==> src/rtl/barrido_pkg.sv <==
// barrido_pkg: shared state encoding, default widths and helpers for the
// barrido truth-table sweep sequencer.
package barrido_pkg;

  typedef logic [1:0] state_t;

  localparam state_t ST_IDLE   = 2'd0;
  localparam state_t ST_SETTLE = 2'd1;
  localparam state_t ST_SAMPLE = 2'd2;
  localparam state_t ST_DONE   = 2'd3;

  localparam int N_IN_DEF   = 6;
  localparam int N_OUT_DEF  = 2;
  localparam int SETTLE_DEF = 1;

  // Settle counter only has to hold 0..SETTLE-1; keep at least one bit.
  function automatic int settle_cnt_w(input int settle);
    return (settle > 2) ? $clog2(settle) : 1;
  endfunction

endpackage

==> src/rtl/barrido_cmp.sv <==
// barrido_cmp: output compare and mismatch accumulation for one sweep.
// First-fail capture is present only when BARRIDO_FIRST_FAIL_EN is defined.
module barrido_cmp
  import barrido_pkg::*;
#(
  parameter int N_IN  = N_IN_DEF,
  parameter int N_OUT = N_OUT_DEF
) (
  input  logic             clk,
  input  logic             rst_n,
  input  logic             clr_i,
  input  logic             smp_i,
`ifdef BARRIDO_FIRST_FAIL_EN
  input  logic [N_IN-1:0]  vec_i,
`endif
  input  logic [N_OUT-1:0] dut_i,
  input  logic [N_OUT-1:0] exp_i,
  output logic [N_IN:0]    err_cnt_o
`ifdef BARRIDO_FIRST_FAIL_EN
  ,
  output logic [N_IN-1:0]  ff_vec_o,
  output logic             ff_vld_o
`endif
);

  logic            miss;
  logic [N_IN:0]   err_q, err_d;

  assign miss = smp_i && (dut_i != exp_i);

  always_comb begin
    err_d = err_q;
    if (clr_i) begin
      err_d = '0;
    end else if (miss) begin
      err_d = err_q + (N_IN+1)'(1);
    end
  end

  always_ff @(posedge clk or negedge rst_n) begin
    if (!rst_n) begin
      err_q <= '0;
    end else begin
      err_q <= err_d;
    end
  end

  assign err_cnt_o = err_q;

`ifdef BARRIDO_FIRST_FAIL_EN
  logic [N_IN-1:0] ff_vec_q, ff_vec_d;
  logic            ff_vld_q, ff_vld_d;

  // Only the first counted miss latches; later misses leave it untouched.
  always_comb begin
    ff_vec_d = ff_vec_q;
    ff_vld_d = ff_vld_q;
    if (clr_i) begin
      ff_vec_d = '0;
      ff_vld_d = 1'b0;
    end else if (miss && !ff_vld_q) begin
      ff_vec_d = vec_i;
      ff_vld_d = 1'b1;
    end
  end

  always_ff @(posedge clk or negedge rst_n) begin
    if (!rst_n) begin
      ff_vec_q <= '0;
      ff_vld_q <= 1'b0;
    end else begin
      ff_vec_q <= ff_vec_d;
      ff_vld_q <= ff_vld_d;
    end
  end

  assign ff_vec_o = ff_vec_q;
  assign ff_vld_o = ff_vld_q;
`endif

endmodule

==> src/rtl/barrido_ctrl.sv <==
// barrido_ctrl: drives every input vector of a combinational unit in order,
// samples after a settle time and counts mismatches. BARRIDO_FIRST_FAIL_EN adds first-fail capture.
module barrido_ctrl
  import barrido_pkg::*;
#(
  parameter int N_IN   = N_IN_DEF,
  parameter int N_OUT  = N_OUT_DEF,
  parameter int SETTLE = SETTLE_DEF
) (
  input  logic             clk,
  input  logic             rst_n,
  input  logic             start,
  input  logic             abort,
  output logic [N_IN-1:0]  vec_o,
  input  logic [N_OUT-1:0] dut_i,
  input  logic [N_OUT-1:0] exp_i,
  output logic             cap_we,
  output logic [N_IN-1:0]  cap_addr,
  output logic [N_OUT-1:0] cap_data,
  output logic             busy,
  output logic             done,
  output logic             pass,
`ifdef BARRIDO_FIRST_FAIL_EN
  output logic [N_IN-1:0]  first_fail_vec,
  output logic             first_fail_vld,
`endif
  output logic [N_IN:0]    err_cnt
);

  localparam int               CNT_W       = settle_cnt_w(SETTLE);
  localparam logic [CNT_W-1:0] SETTLE_LAST = CNT_W'((SETTLE > 0) ? SETTLE - 1 : 0);
  localparam logic [N_IN-1:0]  VEC_LAST    = '1;

  state_t           state_q, state_d;
  logic [N_IN-1:0]  vec_q, vec_d;
  logic [CNT_W-1:0] set_cnt_q, set_cnt_d;
  logic             pass_q, pass_d;
  logic             start_acc, smp, adv, settle_end;

  assign settle_end = (set_cnt_q == SETTLE_LAST);
  assign adv        = smp && (vec_q != VEC_LAST);

  always_ff @(posedge clk or negedge rst_n) begin
    if (!rst_n) begin
      state_q <= ST_IDLE;
    end else begin
      state_q <= state_d;
    end
  end

  always_comb begin
    state_d = state_q;
    case (state_q)
      ST_IDLE: begin
        if (start_acc) begin
          state_d = (SETTLE == 0) ? ST_SAMPLE : ST_SETTLE;
        end
      end
      ST_SETTLE: begin
        if (abort) begin
          state_d = ST_IDLE;
        end else if (settle_end) begin
          state_d = ST_SAMPLE;
        end
      end
      ST_SAMPLE: begin
        if (abort) begin
          state_d = ST_IDLE;
        end else if (vec_q == VEC_LAST) begin
          state_d = ST_DONE;
        end else if (SETTLE != 0) begin
          state_d = ST_SETTLE;
        end
      end
      ST_DONE: state_d = ST_IDLE;
      default: state_d = ST_IDLE;
    endcase
  end

  // An abort in SAMPLE kills both the capture strobe and the compare.
  always_comb begin
    start_acc = 1'b0;
    smp       = 1'b0;
    busy      = 1'b0;
    done      = 1'b0;
    case (state_q)
      ST_IDLE:   start_acc = start && !abort;
      ST_SETTLE: busy = 1'b1;
      ST_SAMPLE: begin
        busy = 1'b1;
        smp  = !abort;
      end
      ST_DONE:   done = 1'b1;
      default:   ;
    endcase
  end

  always_comb begin
    vec_d     = vec_q;
    set_cnt_d = set_cnt_q;
    pass_d    = pass_q;
    if (start_acc) begin
      vec_d     = '0;
      set_cnt_d = '0;
      pass_d    = 1'b0;
    end else if (adv) begin
      vec_d     = vec_q + N_IN'(1);
      set_cnt_d = '0;
    end else if (state_q == ST_SETTLE && !abort && !settle_end) begin
      set_cnt_d = set_cnt_q + CNT_W'(1);
    end else if (state_q == ST_DONE) begin
      pass_d = (err_cnt == '0);
    end
  end

  always_ff @(posedge clk or negedge rst_n) begin
    if (!rst_n) begin
      vec_q     <= '0;
      set_cnt_q <= '0;
      pass_q    <= 1'b0;
    end else begin
      vec_q     <= vec_d;
      set_cnt_q <= set_cnt_d;
      pass_q    <= pass_d;
    end
  end

  assign vec_o    = vec_q;
  assign cap_we   = smp;
  assign cap_addr = vec_q;
  assign cap_data = dut_i;
  assign pass     = pass_q;

  barrido_cmp #(
    .N_IN  (N_IN),
    .N_OUT (N_OUT)
  ) u_cmp (
    .clk       (clk),
    .rst_n     (rst_n),
    .clr_i     (start_acc),
    .smp_i     (smp),
`ifdef BARRIDO_FIRST_FAIL_EN
    .vec_i     (vec_q),
`endif
    .dut_i     (dut_i),
    .exp_i     (exp_i),
    .err_cnt_o (err_cnt)
`ifdef BARRIDO_FIRST_FAIL_EN
    ,
    .ff_vec_o  (first_fail_vec),
    .ff_vld_o  (first_fail_vld)
`endif
  );

endmodule

==> config.mk <==
export PLATFORM = sky130hd
export DESIGN_NAME = barrido_ctrl
export DESIGN_NICKNAME = d
export VERILOG_FILES = /design/src/rtl/barrido_pkg.sv /design/src/rtl/barrido_cmp.sv /design/src/rtl/barrido_ctrl.sv
export SDC_FILE = /design/constraint.sdc
export NUM_CORES = 1
export LEC_CHECK = 0
export BUFFER_PORTS_ARGS = -buffer_cell sky130_fd_sc_hd__buf_2
export CELL_PAD_IN_SITES_DETAIL_PLACEMENT = 0
export CELL_PAD_IN_SITES_GLOBAL_PLACEMENT = 1
export CORE_ASPECT_RATIO = 0.75
export CORE_MARGIN = 2
export CORE_UTILIZATION = 38
export DETAILED_ROUTE_END_ITERATION = 7
export HOLD_SLACK_MARGIN = 0.08
export PLACE_DENSITY_LB_ADDON = 0.08
export SYNTH_ARGS = -nofsm -noshare
export SYNTH_HDL_FRONTEND = slang
export SYNTH_SLANG_ARGS = --single-unit
==> constraint.sdc <==
create_clock -name clk -period 1.7 [get_ports clk]
set_input_delay 0.17 -clock clk [delete_from_list [all_inputs] [get_ports clk]]
set_output_delay 0.17 -clock clk [all_outputs]
set_load 0.05 [all_outputs]
-- After elaboration in Yosys (flattened, before gate mapping)
Index checks and enable logic that the tools add are counted.
- reduce and logical (&&, ||, !) cells: 15
- equality and inequality tests: 10
- add/sub/neg operators: 3
- muxes and demuxes: 21
- operators with widths (cell ; count):
    $mux W7 ; 2
    $mux W6 ; 2
    $mux W1 ; 11
    $mux W2 ; 5
    $pmux W2 S4 ; 1
    $add A7 B1 Y7 const B ; 1
    $logic_not A7 Y1 ; 1
    $add A6 B1 Y6 const B ; 1
    $eq A6 B6 Y1 const B ; 1
    $ne A2 B2 Y1 const B ; 3
    $ne A6 B6 Y1 const B ; 1
    $reduce_bool A2 Y1 ; 3
    $logic_and A1 B1 Y1 ; 5
    $eq A2 B2 Y1 const B ; 2
    $ne A3 B3 Y1 const B ; 1
    $reduce_and A3 Y1 ; 1
    $reduce_bool A3 Y1 ; 1
    $eq A2 B1 Y1 const B ; 1
    $logic_not A2 Y1 ; 1
    $ne A2 B2 Y1 ; 1
    $reduce_and A2 Y1 ; 1
    $reduce_or A2 Y1 ; 1
    $add A1 B1 Y1 const B ; 1
    $logic_not A1 Y1 ; 1
- output and inout port bits: 25
- input port bits: 8
- word-level logic and storage cells: 54
- flip-flop bits (word level): 17

-- Depth between registers and ports, before layout
- depth in word-level cells: 6
- mapped depth: 8
- gate-level depth less buffers: 7

-- By module
Synthesis repeated with hierarchy kept, for this count alone.
- cell total of the unflattened synthesis: 104
- area total of the unflattened synthesis: 1046.0 um^2
- by module, submodules not included (module ; area each (um^2) ; instances ; cells each ; seq. area each (um^2)):
    barrido_ctrl ; 679.4 ; 1 ; 69 ; 250.2
    barrido_cmp ; 366.6 ; 1 ; 35 ; 175.2

-- Worst setup path before layout
Ideal clock, no wire load.
- path type: reg2reg
- start: register state_q[0]
- end: register pass_q (netlist: pass)
- library setup time: 0.124 ns
- required time: 1.576 ns
- arrival: 1.770 ns
- buffers on the path: 1
- stages on the path, launching flop included: 9
- slack: -0.194 ns
- period minus slack after synthesis: 1.894 ns
- path through: dfrtp_1 inv_1 ha_1 nand2b_1 buf_6 clkinv_1 o21ai_2 nand3_1 mux2i_1
- word-level cells in the longest chain between the ends: 5
- elaborated cells between the ends (all ways): 14
- classes of those cells: eq/ne (5); mux (3); reduce/logical (6)
- ends and longest elaborated chain (item ; line ; RTL):
    start, declared ; barrido_ctrl.sv:34 ; state_t state_q, state_d;
    start signal, assigned ; barrido_ctrl.sv:47 ; state_q <= state_d;
    $eq A2 B2 Y1 ; barrido_ctrl.sv:86 ; case (state_q)
    $mux W1 ; barrido_ctrl.sv:86 ;
    via cap_we ; barrido_ctrl.sv:17 ; output logic cap_we,
    $logic_and A1 B1 Y1 ; barrido_ctrl.sv:41 ; assign adv = smp && (vec_q != VEC_LAST);
    $ne A2 B2 Y1 (no source line) ; n/a ;
    $reduce_and A3 Y1 (no source line) ; n/a ;
    end signal, assigned ; barrido_ctrl.sv:124 ; pass_q <= pass_d;
    end, declared ; barrido_ctrl.sv:37 ; logic pass_q, pass_d;
The timed path passes the listed nets, and every way through them passes these cells.
A chain may end at the register's enable or synchronous reset.

-- Worst setup path after layout
- start: register state_q[0]
- end: output port cap_we
- word-level cells in the longest chain between the ends: 2
- ends and longest elaborated chain (item ; line):
    $eq A2 B2 Y1 ; barrido_ctrl.sv:86
    $mux W1 ; barrido_ctrl.sv:86
    end, declared ; barrido_ctrl.sv:17
Every way passes these cells.

==> impl_metrics.toml <==
[run_status]
status = "finished, final reports clean"

[clocking]
clkSlewWorstSetupHoldPaths_ns = 0.06
cts.sinks = 17
insertion_delay_ns = 0.25
root_buffer = "clkbuf_8"
cts_tree = "yes"
clockBufferDepth = 2
cts-htree-levels = 1
post_cts_buffers = 0
cts_buffers = 3

[yosys]
synth-warning-count = 0
synth_top_cell_by_area = "dfrtp_1"
syn-cell-area_mm2 = 0.00112
synthFlopType = "dfrtp_1"
syn_avg_cell_area_um2 = 10.1
synth-async-reset-ratio = 1.00
synth-edff-count = 0
yosysSeqAreaShare = 0.379
yosys_register_bits = 17
synth_common_cells = "17 x dfrtp_1, 10 x nor2_1, 8 x buf_4, 8 x ha_1, 8 x inv_1"
synth_cell_types = 35
netlist_instances = 111
synth_top_area_frac = 0.379
synth_area_leaders = "dfrtp_1 38%, ha_1 8.9%, buf_4 5.4%"
syn-num-nets = 127
synth.most_common_cell = "dfrtp_1"

[power_and_ir_drop]
vdd_ir_drop_max_v = 0.000881
power_mw = 1.65
power_frac_seq = 0.326
p_leak_nw = 0.654
switching_share = 0.480
combPwrFrac = 0.492
powerDensity_mw_per_mm2 = 1230
p_clk_frac = 0.182
p_int_mw = 0.857
switching_power_mw = 0.790

[timing]
setup_viol = 0
rsz0062_at_grt = "no"
fin_skew_ns = 0.00117
slew_headroom = 0.666
slew_violations = 0
finalHoldViolations = 0
fin_ws_ns = 0.124
fin_tns_setup_ns = 0
period_share = 0.927
clock.fmax_ghz = 0.634
worst_slew_pin_slew_ns = 0.499
min_period_ns = 1.58

[worst_hold_path]
hold_class = "in2reg"

[floorplanning]
die_x_um = 66.7
rows = 17
die_height_um = 51.0
initial_core_util = 0.390
io_pins = 33
core_area_mm2 = 0.00287
dieArea_mm2 = 0.00341

[setup_path]
r2r_end = "u_cmp.err_cnt_o[3]"
crit_chain = "inv_1 -> ha_1 -> nand2b_1 -> inv_4 -> buf_4"
slowest_delay_ns = 0.40
cp_num_buf_inv = 3
rr_startpoint = "state_q[0]"
worstSetupStartpoint = "state_q[0]"
reg2reg_slack_ns = 0.13
endpoint = "cap_we"
end_kind = "output pin"
ff2ff_path_depth = 7
critical_path_arrival_ns = 1.41
crit_fanout = 8
slowest_stage = "dfrtp_1"
startpoint_type = "flip-flop"
critical_path.top_delay_family = "buffers and inverters"
critPathRequiredTime_ns = 1.53
worst-setup-path-type = "reg2out"
worstSetupPathDepth = 5

[grt]
grt_usage = 0.147
first_global_vias = 776
grt_pass1_wl_um = 3720
gr-total-overflow = 0
antenna_found_initial = 0
grt_max_degree = 18

[route]
drt_wl_total_um = 2180
drt_first_pass_iters = 4
drt_iter0_markers = 45
antenna_left = 0
remaining_drc_errors = 0
wl_per_cell_um = 12.2
vias_per_cell = 4.78
num_vias = 850

[job]
maxCapViolations = 0

[placement]
pre_cts_slack_ns = 0.163
port_buffers = 32
dp.cells = 173
globalplace.congestion = 0.824
dpl.hpwl_um = 1660

[finish]
drive_gt1_frac = 0.343
antennaDiodeCount = 0
area_delta_synth_final_pct = 19.0
layout.nets = 157
fillers = 282
fin_cells = 178
fin_util = 0.464
state kept, by name, indices dropped and copies added (netlist names):
signal,cells
set_cnt_q,1
cap_addr,6
state_q,2
u_cmp.err_cnt_o,7
pass,1
per-stage QoR:
| step | hold WS [ns] | area, um2 |
|---|---|---|
| 4_1_cts | 0.317 | 1330 |
| 3_3_place_gp | 0.122 | 1270 |
| 3_5_place_dp | 0.118 | 1270 |
| 5_1_grt | 0.341 | 1330 |
| 2_1_floorplan | -0.126 | 1120 |
| 6_report | 0.317 | 1330 |
layout by cell type (no fill, tap or decap), drive strengths merged:
master	instances
buf	34
dfrtp	17
nor2	12
inv	9
ha	8
xnor2	8
nand3	6
nand2	5
a211oi	5
nor3	4
clkbuf	4
nand2b	3
mux2i	3
o21ai	3
a21oi	2
xor2	2
a2111oi	2
nor2b	1
a22oi	1
nand4	1
and2	1
o2111ai	1
o2111a	1
o22ai	1
and3	1
or2	1
and4b	1
nor4	1
nand4b	1
dlygate4sd3	1
worst register-to-register path: stages (launching register included):
cell and delay, ns:
dfrtp_1 0.40, inv_1 0.13, ha_1 0.16, nand2b_1 0.13
buf_4 0.21, a211oi_1 0.23, xnor2_1 0.16, nor2_1 0.05
power groups by stage:
stage | sequential (mW) | clock, mW | combinational, mW
global route | 0.551 | 0.343 | 0.891
detailed placement | 0.545 | 0 | 0.806
global placement | 0.540 | 0 | 0.808
finish | 0.537 | 0.299 | 0.811
floorplan | 0.670 | 0 | 0.541
CTS | 0.537 | 0.313 | 0.813
routing by layer:
metal	track usage	vias up	share of wire
met5	0	-	0
met4	0.0408	0	0.0096
met3	0.0463	4	0.064
met2	0.200	26	0.40
met1	0.222	387	0.53
li1	-	433	-
cell type report:
class                   instances  area, um2  share of cell area
flip-flops and latches         17        425               0.319
inverters                       9       36.3              0.0272
well taps                      38       47.5              0.0356
multi-input cells              75        592               0.444
repair buffers                 35        188               0.141
clock buffers                   4       45.0              0.0338
what timing repair did:
item | in CTS | in global routing
hold endpoints to repair | 17 | 0
hold buffers | 1 | 0
setup endpoints to repair | 0 | 1
gates resized for setup | 0 | 4
cell families (layout without fill, tap and decap cells):
group | after synthesis | after routing | synth area share
simple gates | 38 | 38 | 0.177
buf+inv | 19 | 48 | 0.0971
flops | 17 | 17 | 0.379
compound gates | 16 | 16 | 0.138
xor+xnor | 10 | 10 | 0.0915
fa+ha+maj | 8 | 8 | 0.0893
mux | 3 | 3 | 0.0268
how the worst min path moves through the flow:
stage,from,endpoint,slack [ns],cells after the start
4_1_cts,abort,state_q[1],0.32,4
3_5_place_dp,rst_n,state_q[1],0.12,1
3_3_place_gp,rst_n,state_q[1],0.12,1
5_1_grt,abort,state_q[1],0.34,4
2_1_floorplan,rst_n,cap_addr[0],-0.13,0
6_report,abort,state_q[1],0.32,4
(Power assumes the default switching activity.)
